--- config.mk ---
export PLATFORM = sky130hd
export DESIGN_NAME = data_mem_arbiter
export DESIGN_NICKNAME = d
export VERILOG_FILES = /design/src/rtl/data_mem_arbiter.sv
export SDC_FILE = /design/constraint.sdc
export NUM_CORES = 1
export LEC_CHECK = 0
export CAP_MARGIN = 20
export CORE_ASPECT_RATIO = 1.25
export CORE_MARGIN = 2
export CORE_UTILIZATION = 31
export DETAILED_ROUTE_END_ITERATION = 6
export PLACE_DENSITY_LB_ADDON = 0.08
export SETUP_SLACK_MARGIN = 0.15
export SYNTH_ARGS = -nofsm -noshare
export SYNTH_HDL_FRONTEND = slang
export SYNTH_SLANG_ARGS = --single-unit
export TNS_END_PERCENT = 100
--- constraint.sdc ---
create_clock -name clk_i -period 1.5 [get_ports clk_i]
set_input_delay 0.3 -clock clk_i [delete_from_list [all_inputs] [get_ports clk_i]]
set_output_delay 0.3 -clock clk_i [all_outputs]
set_load 0.05 [all_outputs]
--- src/rtl/data_mem_arbiter.sv ---
// Two-requester data-memory arbiter with round-robin priority.
// One access at a time: IDLE -> ACCESS -> DONE, or IDLE -> DONE on a rejected access.
module data_mem_arbiter #(
  parameter int DATA_W = 32,
  parameter int ADDR_W = 5
) (
  input  logic              clk_i,
  input  logic              reset_n,
  input  logic              req0_i,
  input  logic              req1_i,
  input  logic              we0_i,
  input  logic              we1_i,
  input  logic [ADDR_W-1:0] addr0_i,
  input  logic [ADDR_W-1:0] addr1_i,
  input  logic [DATA_W-1:0] wdata0_i,
  input  logic [DATA_W-1:0] wdata1_i,
  output logic              gnt0_o,
  output logic              gnt1_o,
  output logic              done0_o,
  output logic              done1_o,
  output logic              err0_o,
  output logic              err1_o,
  output logic [DATA_W-1:0] rdata_o,
  output logic [31:0]       mem_addr_o,
  output logic [DATA_W-1:0] mem_wdata_o,
  output logic              mem_write_o,
  output logic              mem_read_o,
  input  logic [DATA_W-1:0] mem_rdata_i
);

  typedef enum logic [1:0] {
    IDLE   = 2'd0,
    ACCESS = 2'd1,
    DONE   = 2'd2
  } state_t;

  localparam logic [ADDR_W-1:0] LAST_WORD =
    ADDR_W'((2 ** ADDR_W) - 4);

  state_t              state_q, state_d;
  logic                prio_q;
  logic                id_q;
  logic                we_q;
  logic                err_q;
  logic [ADDR_W-1:0]   addr_q;
  logic [DATA_W-1:0]   wdata_q;
  logic [DATA_W-1:0]   rdata_q;

  logic                any_req;
  logic                sel1;
  logic                sel_we;
  logic [ADDR_W-1:0]   sel_addr;
  logic [DATA_W-1:0]   sel_wdata;
  logic                legal;
  logic                take;

  // Pick the winner: a lone requester wins, otherwise prio decides.
  always_comb begin
    any_req   = req0_i | req1_i;
    sel1      = req1_i & (~req0_i | prio_q);
    sel_we    = sel1 ? we1_i    : we0_i;
    sel_addr  = sel1 ? addr1_i  : addr0_i;
    sel_wdata = sel1 ? wdata1_i : wdata0_i;
    legal     = (sel_addr[1:0] == 2'b00) &&
                (sel_addr <= LAST_WORD);
    take      = (state_q == IDLE) & any_req & reset_n;
  end

  // Next state and all outputs, decoded from the current state.
  always_comb begin
    state_d     = state_q;
    gnt0_o      = 1'b0;
    gnt1_o      = 1'b0;
    done0_o     = 1'b0;
    done1_o     = 1'b0;
    err0_o      = 1'b0;
    err1_o      = 1'b0;
    rdata_o     = '0;
    mem_addr_o  = '0;
    mem_wdata_o = '0;
    mem_write_o = 1'b0;
    mem_read_o  = 1'b0;
    unique case (state_q)
      IDLE: begin
        if (take) begin
          state_d = legal ? ACCESS : DONE;
          gnt0_o  = ~sel1;
          gnt1_o  = sel1;
        end
      end
      ACCESS: begin
        state_d     = DONE;
        mem_addr_o  = 32'(addr_q);
        mem_wdata_o = wdata_q;
        mem_write_o = we_q;
        mem_read_o  = ~we_q;
      end
      DONE: begin
        state_d = IDLE;
        done0_o = ~id_q;
        done1_o = id_q;
        err0_o  = ~id_q & err_q;
        err1_o  = id_q & err_q;
        if (!err_q && !we_q) rdata_o = rdata_q;
      end
      default: state_d = IDLE;
    endcase
  end

  // State, priority pointer, request latches and read-data register.
  always_ff @(posedge clk_i or negedge reset_n) begin
    if (!reset_n) begin
      state_q <= IDLE;
      prio_q  <= 1'b0;
      id_q    <= 1'b0;
      we_q    <= 1'b0;
      err_q   <= 1'b0;
      addr_q  <= '0;
      wdata_q <= '0;
      rdata_q <= '0;
    end else begin
      state_q <= state_d;
      if (take) begin
        id_q    <= sel1;
        we_q    <= sel_we;
        addr_q  <= sel_addr;
        wdata_q <= sel_wdata;
        err_q   <= ~legal;
      end
      if (state_q == ACCESS && !we_q) rdata_q <= mem_rdata_i;
      if (state_q == DONE) prio_q <= ~id_q;
    end
  end

endmodule

Word-level counts from Yosys, hierarchy flattened
Cells that the tools add are included.
- register bits after elaboration: 75
- word-level logic and storage cells: 51
- order comparisons: 1
- equality and inequality tests: 3
- muxes and demuxes: 20
- bitwise gates (word level): 12
- reduce and logical (&&, ||, !) cells: 7
- operators by type and width (operator ; number):
    $mux 32 ; 4
    $mux 1 ; 11
    $mux 5 ; 2
    $and 1x1->1 ; 5
    $le 5x5->1 const B ; 1
    $not 1->1 ; 5
    $logic_not 2->1 ; 2
    $mux 2 ; 2
    $pmux 2 s2 ; 1
    $logic_and 1x1->1 ; 3
    $eq 2x1->1 const B ; 1
    $eq 2x2->1 const B ; 1
    $logic_not 1->1 ; 2
    $ne 2x2->1 const B ; 1
    $or 1x1->1 ; 2

Longest topological paths before layout
Gate-level depths: netlist of run 1.
- depth after elaboration: 9
- depth in mapped cells: 7
- gate-level depth less buffers: 3

Least setup slack after synthesis of run 1
Ideal clock, no wire load.
- path kind: register to output
- from: register state_q[1]
- to: output gnt1_o
- arrival time: 2.071 ns
- slack: -0.871 ns
- stages on the path, launching flop included: 5
- cell sequence: dfrtp_1 nor3b_2 buf_2 nand2_1 nor3_1
- cells in the longest elaborated chain, start to end: 5
- RTL lines (item ; line ; text):
    start, declared ; 40 ; state_t state_q, state_d;
    start signal, assigned ; 122 ; state_q <= state_d;
    $logic_not 2->1 * ; 66, 83 ;
    $and 1x1->1 (2 in a row) ; 66 ; take = (state_q == IDLE) & any_req & reset_n;
    $mux 1 ; 85 ; if (take) begin
    $mux 1 * ; 83 ; unique case (state_q)
    end, declared ; 18 ; output logic gnt1_o,
Mark *: on every way between the ends. The rest lies on a longest branch, timed or not.

Final worst setup path of run 1
- from: register state_q[1]
- to: output mem_wdata_o[5]
- cells in the longest elaborated chain, start to end: 2
- RTL lines (item ; line ; text):
    $eq 2x1->1 ; 83 ;
    $mux 32 ; 83 ;
    end, declared ; 25 ; output logic [DATA_W-1:0] mem_wdata_o,
No other way between the ends.

==> results of run 1 <==
## registers in the layout, indices dropped and copies added, names as in the netlist
register / count
wdata_q: 32
err_q: 1
addr_q: 5
we_q: 1
prio_q: 1
rdata_q: 32
id_q: 1
state_q: 2
## final cells by class
cell class	instances	area share, %
well taps	168	2.69
inverters	1	0.0480
multi-input cells	309	27.6
clock buffers	12	3.03
flip-flops and latches	75	24.0
repair buffers	237	42.1
clock inverters	3	0.512
## per-layer routing
layer | vias up | GRT usage [%] | routed length (um)
li1 | 1856 | - | -
met1 | 1886 | 22.2 | 5220
met4 | 0 | 5.63 | 215
met2 | 157 | 34.9 | 7070
met3 | 13 | 5.78 | 1100
met5 | - | 0 | 0
## cells by family (layout without fill, tap and decap cells)
| family | after synthesis | after routing | synth area share, % |
|---|---|---|---|
| AND/OR/NAND/NOR | 130 | 130 | 18.6 |
| AO/OA/AOI/OAI | 119 | 119 | 16.3 |
| other | 1 | 27 | 0.0927 |
| multiplexers | 33 | 33 | 9.18 |
| flip-flops | 75 | 75 | 46.4 |
| buffers and inverters | 68 | 253 | 9.43 |
## worst max-delay path, delay by kind of cell, from the launching register on
family                 cells  cell delay (ns)
buffers and inverters      3             0.49
flip-flops                 1             0.45
AND/OR/NAND/NOR            2             0.35
## metrics by stage
stage                     setup WS [ns]  instances  utilization [%]  instance area [um2]  total power (W)
after floorplan                  -0.148        452                -                 4420          0.00503
final                            -0.414        805             61.4                 7810          0.00864
after CTS                        -0.428        801             60.7                 7730          0.00866
after detailed placement         -0.337        773             56.3                 7160          0.00631
after global placement           -0.311        773             56.3                 7160          0.00621
after global routing             -0.484        805             61.4                 7810          0.00915
## cell usage in the layout, fill, tap and decap left out, drive strengths merged, types with 3 or more instances in the layout
cell type / count
a21oi: 38
a31oi: 38
and2: 73
buf: 124
clkbuf: 13
clkdlybuf4s50: 109
conb: 27
dfrtp: 75
mux2: 33
nand2b: 3
nand3: 38
nor2: 6
nor2b: 3
o21ai: 38
## synth_stat cells
| master | count |
|---|---|
| sky130_fd_sc_hd__nand2b_1 | 3 |
| sky130_fd_sc_hd__and2_1 | 73 |
| sky130_fd_sc_hd__a21bo_2 | 1 |
| sky130_fd_sc_hd__o21a_1 | 1 |
| sky130_fd_sc_hd__buf_1 | 2 |
| sky130_fd_sc_hd__nor2_1 | 5 |
| sky130_fd_sc_hd__nor2b_1 | 3 |
| sky130_fd_sc_hd__buf_2 | 8 |
| sky130_fd_sc_hd__nor2_2 | 1 |
| sky130_fd_sc_hd__nor3_1 | 2 |
| sky130_fd_sc_hd__nor3b_2 | 1 |
| sky130_fd_sc_hd__a21oi_1 | 38 |
| sky130_fd_sc_hd__nor4_1 | 1 |
| sky130_fd_sc_hd__or2_1 | 1 |
| sky130_fd_sc_hd__buf_6 | 2 |
| sky130_fd_sc_hd__nand3_1 | 38 |
| sky130_fd_sc_hd__o31ai_1 | 2 |
| sky130_fd_sc_hd__clkbuf_1 | 28 |
| sky130_fd_sc_hd__o21ai_0 | 38 |
| sky130_fd_sc_hd__a31oi_1 | 38 |
| sky130_fd_sc_hd__conb_1 | 1 |
| sky130_fd_sc_hd__and3_1 | 1 |
| sky130_fd_sc_hd__a211oi_1 | 1 |
| sky130_fd_sc_hd__buf_4 | 27 |
| sky130_fd_sc_hd__dfrtp_1 | 75 |
| sky130_fd_sc_hd__mux2_2 | 33 |
| sky130_fd_sc_hd__nand2_1 | 1 |
| sky130_fd_sc_hd__inv_1 | 1 |
## final timing paths
check	startpoint	endpoint	slack, ns	cells past startpoint
min in group clk_i	rdata_q[7]	rdata_q[7]	0.50	1
hold / removal	reset_n	wdata_q[1]	0.23	2
setup / recovery	state_q[1]	mem_wdata_o[5]	-0.41	5
max in group asynchronous	reset_n	state_q[1]	0.60	2
setup reg to reg	state_q[0]	wdata_q[23]	-0.17	7
hold reg to reg	rdata_q[7]	rdata_q[7]	0.50	1
## where the power goes
group | switching, W | leakage, nW | internal (W) | total [W]
logic | 0.00161 | 2.25 | 0.00177 | 0.00338
registers | 0.000420 | 0.886 | 0.00278 | 0.00320
clock network | 0.000782 | 0.136 | 0.00127 | 0.00206
## timing repair
action / 4_1_cts / 5_1_grt
setup endpoints to repair: 151 / 151
pin swaps: 3 / 8
cloned: 5 / 1
setup buffers: 8 / 3
gates resized for setup: 22 / 13
endpoints found under the hold margin: 0 / 0
==> report_table.html, run 1 <==
<table>
<tr><th>Metric</th><th>Value</th></tr>
<tr><th colspan="2">Pwr</th></tr>
<tr><td>Power Dens Cells</td><td>~1100 nW/um2</td></tr>
<tr><td>Peak VDD IR</td><td>0.581 mV</td></tr>
<tr><td>Pleak</td><td>3.27 nW</td></tr>
<tr><th colspan="2">Critical path</th></tr>
<tr><td>Critical path peak fanout</td><td>27</td></tr>
<tr><td>CP Data Arrival Time</td><td>1.61 ns</td></tr>
<tr><td>Worst setup path category</td><td>register to output port</td></tr>
<tr><td>Cell at the slowest stage of the critical path</td><td>sky130_fd_sc_hd__dfrtp_2</td></tr>
<tr><td>Required time reported for the critical path endpoint</td><td>approximately 1.2 ns</td></tr>
<tr><td>Critical path capture point type</td><td>output port</td></tr>
<tr><td>Critical Path Source Type</td><td>register</td></tr>
<tr><td>Largest stage delay on the critical path</td><td>around 0.45 ns</td></tr>
<tr><td>Crit path cell chain</td><td>buf_4 &gt; nor2b_4 &gt; buf_12 &gt; and2_2 &gt; buf_12</td></tr>
<tr><td>CP dominant cell by count</td><td>sky130_fd_sc_hd__buf_12</td></tr>
<tr><th colspan="2">Clock tree</th></tr>
<tr><td>Clock Tree Root</td><td>sky130_fd_sc_hd__clkbuf_16</td></tr>
<tr><td>Later-pin clock latency in the skew report</td><td>around 0.33 ns</td></tr>
<tr><td>Max H-tree Level</td><td>3</td></tr>
<tr><td>Hold buffers post-CTS</td><td>0</td></tr>
<tr><td>Sinks on Clock Net</td><td>75</td></tr>
<tr><td>TritonCTS clock tree</td><td>yes</td></tr>
<tr><td>Max clock buf depth</td><td>2</td></tr>
<tr><td>Number of clock buffers inserted by TritonCTS</td><td>9</td></tr>
<tr><td>CTS clock-pin slew for the worst setup and hold paths</td><td>around 0.06 ns</td></tr>
<tr><th colspan="2">Die</th></tr>
<tr><td>Initial core utilization</td><td>between 30% and 40%</td></tr>
<tr><td>I/O pin count</td><td>approximately 220</td></tr>
<tr><td>Height of the die</td><td>approximately 130 um</td></tr>
<tr><td>Horizontal die dimension</td><td>around 110 um</td></tr>
<tr><td>Row Count</td><td>46</td></tr>
<tr><td>Die ar.</td><td>14000 um2</td></tr>
<tr><td>Total core area</td><td>~13000 um2</td></tr>
<tr><th colspan="2">GRT</th></tr>
<tr><td>Vias in the first global route</td><td>4069</td></tr>
<tr><td>Number of antenna violations at the first check in global routing</td><td>0</td></tr>
<tr><td>Overall routing resource usage</td><td>about a fifth</td></tr>
<tr><td>Total congestion overflow after global routing</td><td>0</td></tr>
<tr><td>Largest net degree at the start of global routing</td><td>76</td></tr>
<tr><td>First-pass GRT wire length</td><td>~21000 um</td></tr>
<tr><th colspan="2">Placed design</th></tr>
<tr><td>Number of port buffers</td><td>roughly 190</td></tr>
<tr><td>Last weighted congestion value of the routability-driven placer</td><td>between 0.7 and 0.8</td></tr>
<tr><td>Final HPWL DP</td><td>~9400 um</td></tr>
<tr><th colspan="2">Synthesis</th></tr>
<tr><td>Top cell type by total area after synthesis</td><td>sky130_fd_sc_hd__dfrtp_1</td></tr>
<tr><td>Synth top area cells</td><td>sky130_fd_sc_hd__dfrtp_1 46%, sky130_fd_sc_hd__and2_1 11%, sky130_fd_sc_hd__mux2_2 9.2%, sky130_fd_sc_hd__a31oi_1 5.9%, sky130_fd_sc_hd__buf_4 5.0%</td></tr>
<tr><td>Share of the synthesized area in the top cell type</td><td>between 40% and 50%</td></tr>
<tr><td>Post-Syn Area per Cell</td><td>9.50 um2</td></tr>
<tr><td>Synthesized instance count</td><td>between 400 and 500</td></tr>
<tr><td>Area of the mapped netlist</td><td>about 4000 um2</td></tr>
<tr><td>Seq cells post-synth</td><td>75</td></tr>
<tr><td>Yosys warning total</td><td>0</td></tr>
<tr><td>Sequential element share of the synthesized area</td><td>46.4%</td></tr>
<tr><td>Unique masters post-synth</td><td>28</td></tr>
<tr><th colspan="2">Final layout</th></tr>
<tr><td>Filler cells</td><td>1047</td></tr>
<tr><td>Area taken by flip-flops and latches</td><td>roughly 1900 um2</td></tr>
<tr><td>Area taken by multi-input logic gates</td><td>2150 um2</td></tr>
<tr><td>Layout cells sized above 1</td><td>40.8%</td></tr>
<tr><td>Number of antenna diodes</td><td>0</td></tr>
<tr><td>P&amp;R area growth vs syn</td><td>93.1%</td></tr>
<tr><td>Net total in the final layout</td><td>roughly 750</td></tr>
<tr><th colspan="2">Timing</th></tr>
<tr><td>Worst slew slack as a fraction of its limit</td><td>between 30% and 40%</td></tr>
<tr><td>Final worst hold slack</td><td>~0.23 ns</td></tr>
<tr><td>Slew Limit Fails</td><td>0</td></tr>
<tr><td>Worst setup margin</td><td>-0.414 ns</td></tr>
<tr><td>Setup violations, final</td><td>between 100 and 150</td></tr>
<tr><td>Slew @ Worst Pin</td><td>a little under 1 ns</td></tr>
<tr><td>RSZ-0062 raised after global routing</td><td>true</td></tr>
<tr><td>Fmax</td><td>around 520 MHz</td></tr>
<tr><td>Max Clock Skew</td><td>around 0.0066 ns</td></tr>
<tr><td>Sum Neg Setup Slack</td><td>-34.95 ns</td></tr>
<tr><td>Final count of hold timing violations</td><td>0</td></tr>
<tr><td>Min Tclk post-route</td><td>roughly 1.9 ns</td></tr>
<tr><td>Crit share post-route</td><td>128%</td></tr>
<tr><th colspan="2">Routing</th></tr>
<tr><td>DR WL/cell</td><td>~17 um</td></tr>
<tr><td>Via count normalized by instance count</td><td>approximately 4.9</td></tr>
<tr><td>Overall routed net length</td><td>around 14000 um</td></tr>
<tr><td>DRC violations left</td><td>0</td></tr>
<tr><td>Number of nets still failing antenna checks after routing</td><td>0</td></tr>
<tr><td>Router iterations before antenna repair</td><td>4</td></tr>
<tr><td>Total vias in the final route</td><td>3912</td></tr>
<tr><td>Iteration-0 DRC Markers</td><td>154</td></tr>
<tr><th colspan="2">Run status</th></tr>
<tr><td>Failing checks</td><td>setup timing</td></tr>
<tr><td>Status</td><td>complete, but fails checks</td></tr>
<tr><th colspan="2">Run</th></tr>
<tr><td>MaxCap Viol Count</td><td>0</td></tr>
<tr><th colspan="2">Hold path</th></tr>
<tr><td>Hold WC Path Type</td><td>primary input to asynchronous set/reset pin</td></tr>
</table>
Note: power is estimated with default switching activity, not from simulation.
==> run 2: changes to the inputs <==
CORE_ASPECT_RATIO = 1.1   (was 1.25)
CORE_MARGIN = 3   (was 2)
GPL_TIMING_DRIVEN = 0   (was default)
==> report_table.html, run 2 (synthesis results as in run 1) <==
<table>
<tr><th>Metric</th><th>Value</th></tr>
<tr><th colspan="2">Clock tree</th></tr>
<tr><td>Max H-tree Level</td><td>3</td></tr>
<tr><td>Clock Tree Root</td><td>sky130_fd_sc_hd__clkbuf_16</td></tr>
<tr><td>Number of clock buffers inserted by TritonCTS</td><td>9</td></tr>
<tr><td>TritonCTS clock tree</td><td>yes</td></tr>
<tr><td>Max clock buf depth</td><td>2</td></tr>
<tr><td>Later-pin clock latency in the skew report</td><td>approximately 0.33 ns</td></tr>
<tr><td>Sinks on Clock Net</td><td>75</td></tr>
<tr><td>CTS clock-pin slew for the worst setup and hold paths</td><td>about 0.06 ns</td></tr>
<tr><th colspan="2">Timing</th></tr>
<tr><td>Final count of hold timing violations</td><td>33</td></tr>
<tr><td>Worst setup margin</td><td>-0.464 ns</td></tr>
<tr><td>Setup violations, final</td><td>141</td></tr>
<tr><td>Crit share post-route</td><td>131%</td></tr>
<tr><td>Worst slew slack as a fraction of its limit</td><td>about 65%</td></tr>
<tr><td>Slew @ Worst Pin</td><td>between 0.5 and 0.6 ns</td></tr>
<tr><td>Min Tclk post-route</td><td>between 1.5 and 2 ns</td></tr>
<tr><td>Fmax</td><td>between 500 and 600 MHz</td></tr>
<tr><td>RSZ-0062 raised after global routing</td><td>true</td></tr>
<tr><td>Final worst hold slack</td><td>-0.166 ns</td></tr>
<tr><td>Slew Limit Fails</td><td>0</td></tr>
<tr><td>Max Clock Skew</td><td>0.00612 ns</td></tr>
<tr><th colspan="2">Critical path</th></tr>
<tr><td>CP dominant cell by count</td><td>sky130_fd_sc_hd__buf_4</td></tr>
<tr><td>Critical path capture point type</td><td>output port</td></tr>
<tr><td>Family of cells with the greatest summed delay on the critical path</td><td>buffers and inverters</td></tr>
<tr><td>CP Data Arrival Time</td><td>~1.7 ns</td></tr>
<tr><td>Count of cells along the worst register-to-register path</td><td>8</td></tr>
<tr><td>Cell at the slowest stage of the critical path</td><td>sky130_fd_sc_hd__dfrtp_1</td></tr>
<tr><td>Buffers and inverters on the worst path</td><td>4</td></tr>
<tr><td>Required time reported for the critical path endpoint</td><td>1.20 ns</td></tr>
<tr><td>Largest stage delay on the critical path</td><td>approximately 0.42 ns</td></tr>
<tr><td>Count of cell instances traversed by the critical path</td><td>6</td></tr>
<tr><td>Crit path cell chain</td><td>buf_4 &gt; nor2b_4 &gt; buf_4 &gt; clkbuf_8 &gt; and2_2 &gt; buf_6</td></tr>
<tr><td>Worst setup path category</td><td>register to output port</td></tr>
<tr><td>Critical Path Source Type</td><td>register</td></tr>
<tr><td>Critical path peak fanout</td><td>10</td></tr>
<tr><th colspan="2">Final layout</th></tr>
<tr><td>Area taken by multi-input logic gates</td><td>approximately 2200 um2</td></tr>
<tr><td>Filler cells</td><td>1130</td></tr>
<tr><td>P&amp;R area growth vs syn</td><td>88.4%</td></tr>
<tr><td>Most common library cell in the layout ignoring fill and taps</td><td>sky130_fd_sc_hd__clkdlybuf4s50_1</td></tr>
<tr><td>Number of antenna diodes</td><td>0</td></tr>
<tr><td>Top flop regs</td><td>rdata_q: 32 flops, wdata_q: 32 flops, addr_q: 5 flops</td></tr>
<tr><td>Area taken by flip-flops and latches</td><td>approximately 1900 um2</td></tr>
<tr><td>Net total in the final layout</td><td>between 700 and 800</td></tr>
<tr><td>Final cell area excluding filler cells</td><td>~7600 um2</td></tr>
<tr><td>Layout cells sized above 1</td><td>roughly 43%</td></tr>
<tr><td>Commonest cells after routing, fill and taps aside</td><td>108 x sky130_fd_sc_hd__clkdlybuf4s50_1, 74 x sky130_fd_sc_hd__dfrtp_1, 71 x sky130_fd_sc_hd__buf_8</td></tr>
<tr><th colspan="2">Routing</th></tr>
<tr><td>Total vias in the final route</td><td>4028</td></tr>
<tr><td>Overall routed net length</td><td>~13000 um</td></tr>
<tr><td>Iteration-0 DRC Markers</td><td>roughly 170</td></tr>
<tr><td>DRC violations left</td><td>0</td></tr>
<tr><td>DR WL/cell</td><td>roughly 16 um</td></tr>
<tr><td>Via count normalized by instance count</td><td>about 4.8</td></tr>
<tr><td>Router iterations before antenna repair</td><td>4</td></tr>
<tr><td>Number of nets still failing antenna checks after routing</td><td>0</td></tr>
<tr><th colspan="2">Pwr</th></tr>
<tr><td>Share of power burned in combinational logic</td><td>about two fifths</td></tr>
<tr><td>Peak VDD IR</td><td>around 0.56 mV</td></tr>
<tr><td>Pleak</td><td>between 3 and 4 nW</td></tr>
<tr><td>Power Dens Cells</td><td>roughly 1100 nW/um2</td></tr>
<tr><td>Net switching power figure</td><td>~0.0028 W</td></tr>
<tr><td>Clock share of power</td><td>23.4%</td></tr>
<tr><td>Total Power Consumption</td><td>0.00834 W</td></tr>
<tr><td>Share of total power in sequential cells</td><td>between 30% and 40%</td></tr>
<tr><td>Switching power share of the total</td><td>about a third</td></tr>
<tr><td>Cell internal pwr</td><td>between 0.005 and 0.006 W</td></tr>
<tr><th colspan="2">Run status</th></tr>
<tr><td>Status</td><td>complete, but fails checks</td></tr>
<tr><td>Failing checks</td><td>hold timing, setup timing</td></tr>
<tr><th colspan="2">Hold path</th></tr>
<tr><td>Hold WC Path Type</td><td>primary input to asynchronous set/reset pin</td></tr>
<tr><th colspan="2">GRT</th></tr>
<tr><td>Number of antenna violations at the first check in global routing</td><td>0</td></tr>
<tr><td>Vias in the first global route</td><td>between 4000 and 5000</td></tr>
<tr><td>Largest net degree at the start of global routing</td><td>36</td></tr>
<tr><td>Overall routing resource usage</td><td>about 18%</td></tr>
<tr><td>Total congestion overflow after global routing</td><td>0</td></tr>
<tr><td>First-pass GRT wire length</td><td>around 21000 um</td></tr>
<tr><th colspan="2">Die</th></tr>
<tr><td>I/O pin count</td><td>between 200 and 250</td></tr>
<tr><td>Horizontal die dimension</td><td>between 100 and 150 um</td></tr>
<tr><td>Total core area</td><td>~13000 um2</td></tr>
<tr><td>Initial core utilization</td><td>roughly a third</td></tr>
<tr><td>Row Count</td><td>43</td></tr>
<tr><td>Die ar.</td><td>between 10000 and 15000 um2</td></tr>
<tr><td>Height of the die</td><td>126 um</td></tr>
<tr><th colspan="2">Placed design</th></tr>
<tr><td>Last weighted congestion value of the routability-driven placer</td><td>~0.76</td></tr>
<tr><td>Placed Instance Area</td><td>roughly 6500 um2</td></tr>
<tr><td>Final HPWL DP</td><td>9580 um</td></tr>
<tr><td>Number of port buffers</td><td>between 150 and 200</td></tr>
<tr><th colspan="2">Run</th></tr>
<tr><td>MaxCap Viol Count</td><td>0</td></tr>
</table>
[run 2: metrics by stage]
step                      std cells  worst slack (ns)  util, %  TNS [ns]  hold slack [ns]
after CTS                       828            -0.463     58.0    -40.64           -0.162
after global placement          797             -4.21     51.2   -409.64            0.490
after floorplan                 452            -0.148        -     -2.39          0.00441
final                           842            -0.464     60.0    -40.25           -0.166
after global routing            842            -0.518     60.0    -50.05           -0.152
after detailed placement        798             -1.59     51.4    -96.12            0.294
[run 2: worst register-to-register path, delay by kind of cell, from the launching register on]
family / cells / cell delay (ns)
buffers and inverters: 5 / 0.73
AOI/OAI and AO/OA: 1 / 0.08
DFF: 1 / 0.43
and+or+nand+nor: 2 / 0.33
[run 2: final cells by class]
type                    count  share of cell area (%)
repair buffers            221                    33.7
multi-input cells         309                    28.3
flip-flops and latches     75                    24.6
plain buffers              67                    7.45
clock buffers              12                    3.36
well taps                 157                    2.58
inverters                   1                  0.0492
[run 2: path summary, 6_finish.rpt]
path	startpoint	to	slack, ns
max	state_q[0]	mem_wdata_o[9]	-0.46
min	reset_n	rdata_q[3]	-0.17
max reg2reg	state_q[1]	wdata_q[24]	-0.20
min reg2reg	rdata_q[21]	rdata_q[21]	0.51
max in group asynchronous	reset_n	state_q[1]	1.09
min in group clk_i	rdata_q[21]	rdata_q[21]	0.51
[run 2: repair_timing]
item	CTS	global route
buffers inserted	15	11
endpoints found under the hold margin	33	33
gates cloned	3	3
resized for setup	624	44
pin swaps	2	5
endpoints found under the setup margin	151	151
[run 2: power groups by stage]
stage               registers, W  clock network [W]  logic [W]
floorplan                0.00311                  0    0.00193
global placement         0.00318                  0    0.00272
detailed placement       0.00322                  0    0.00277
CTS                      0.00321            0.00199    0.00309
global route             0.00331            0.00207    0.00344
finish                   0.00320            0.00195    0.00320
[run 2: metal layers]
layer | share of wire, % | track usage (%)
met3 | 8.0 | 4.66
met1 | 40 | 22.1
met4 | 2.5 | 6.91
met5 | 0 | 0
met2 | 49 | 30.0
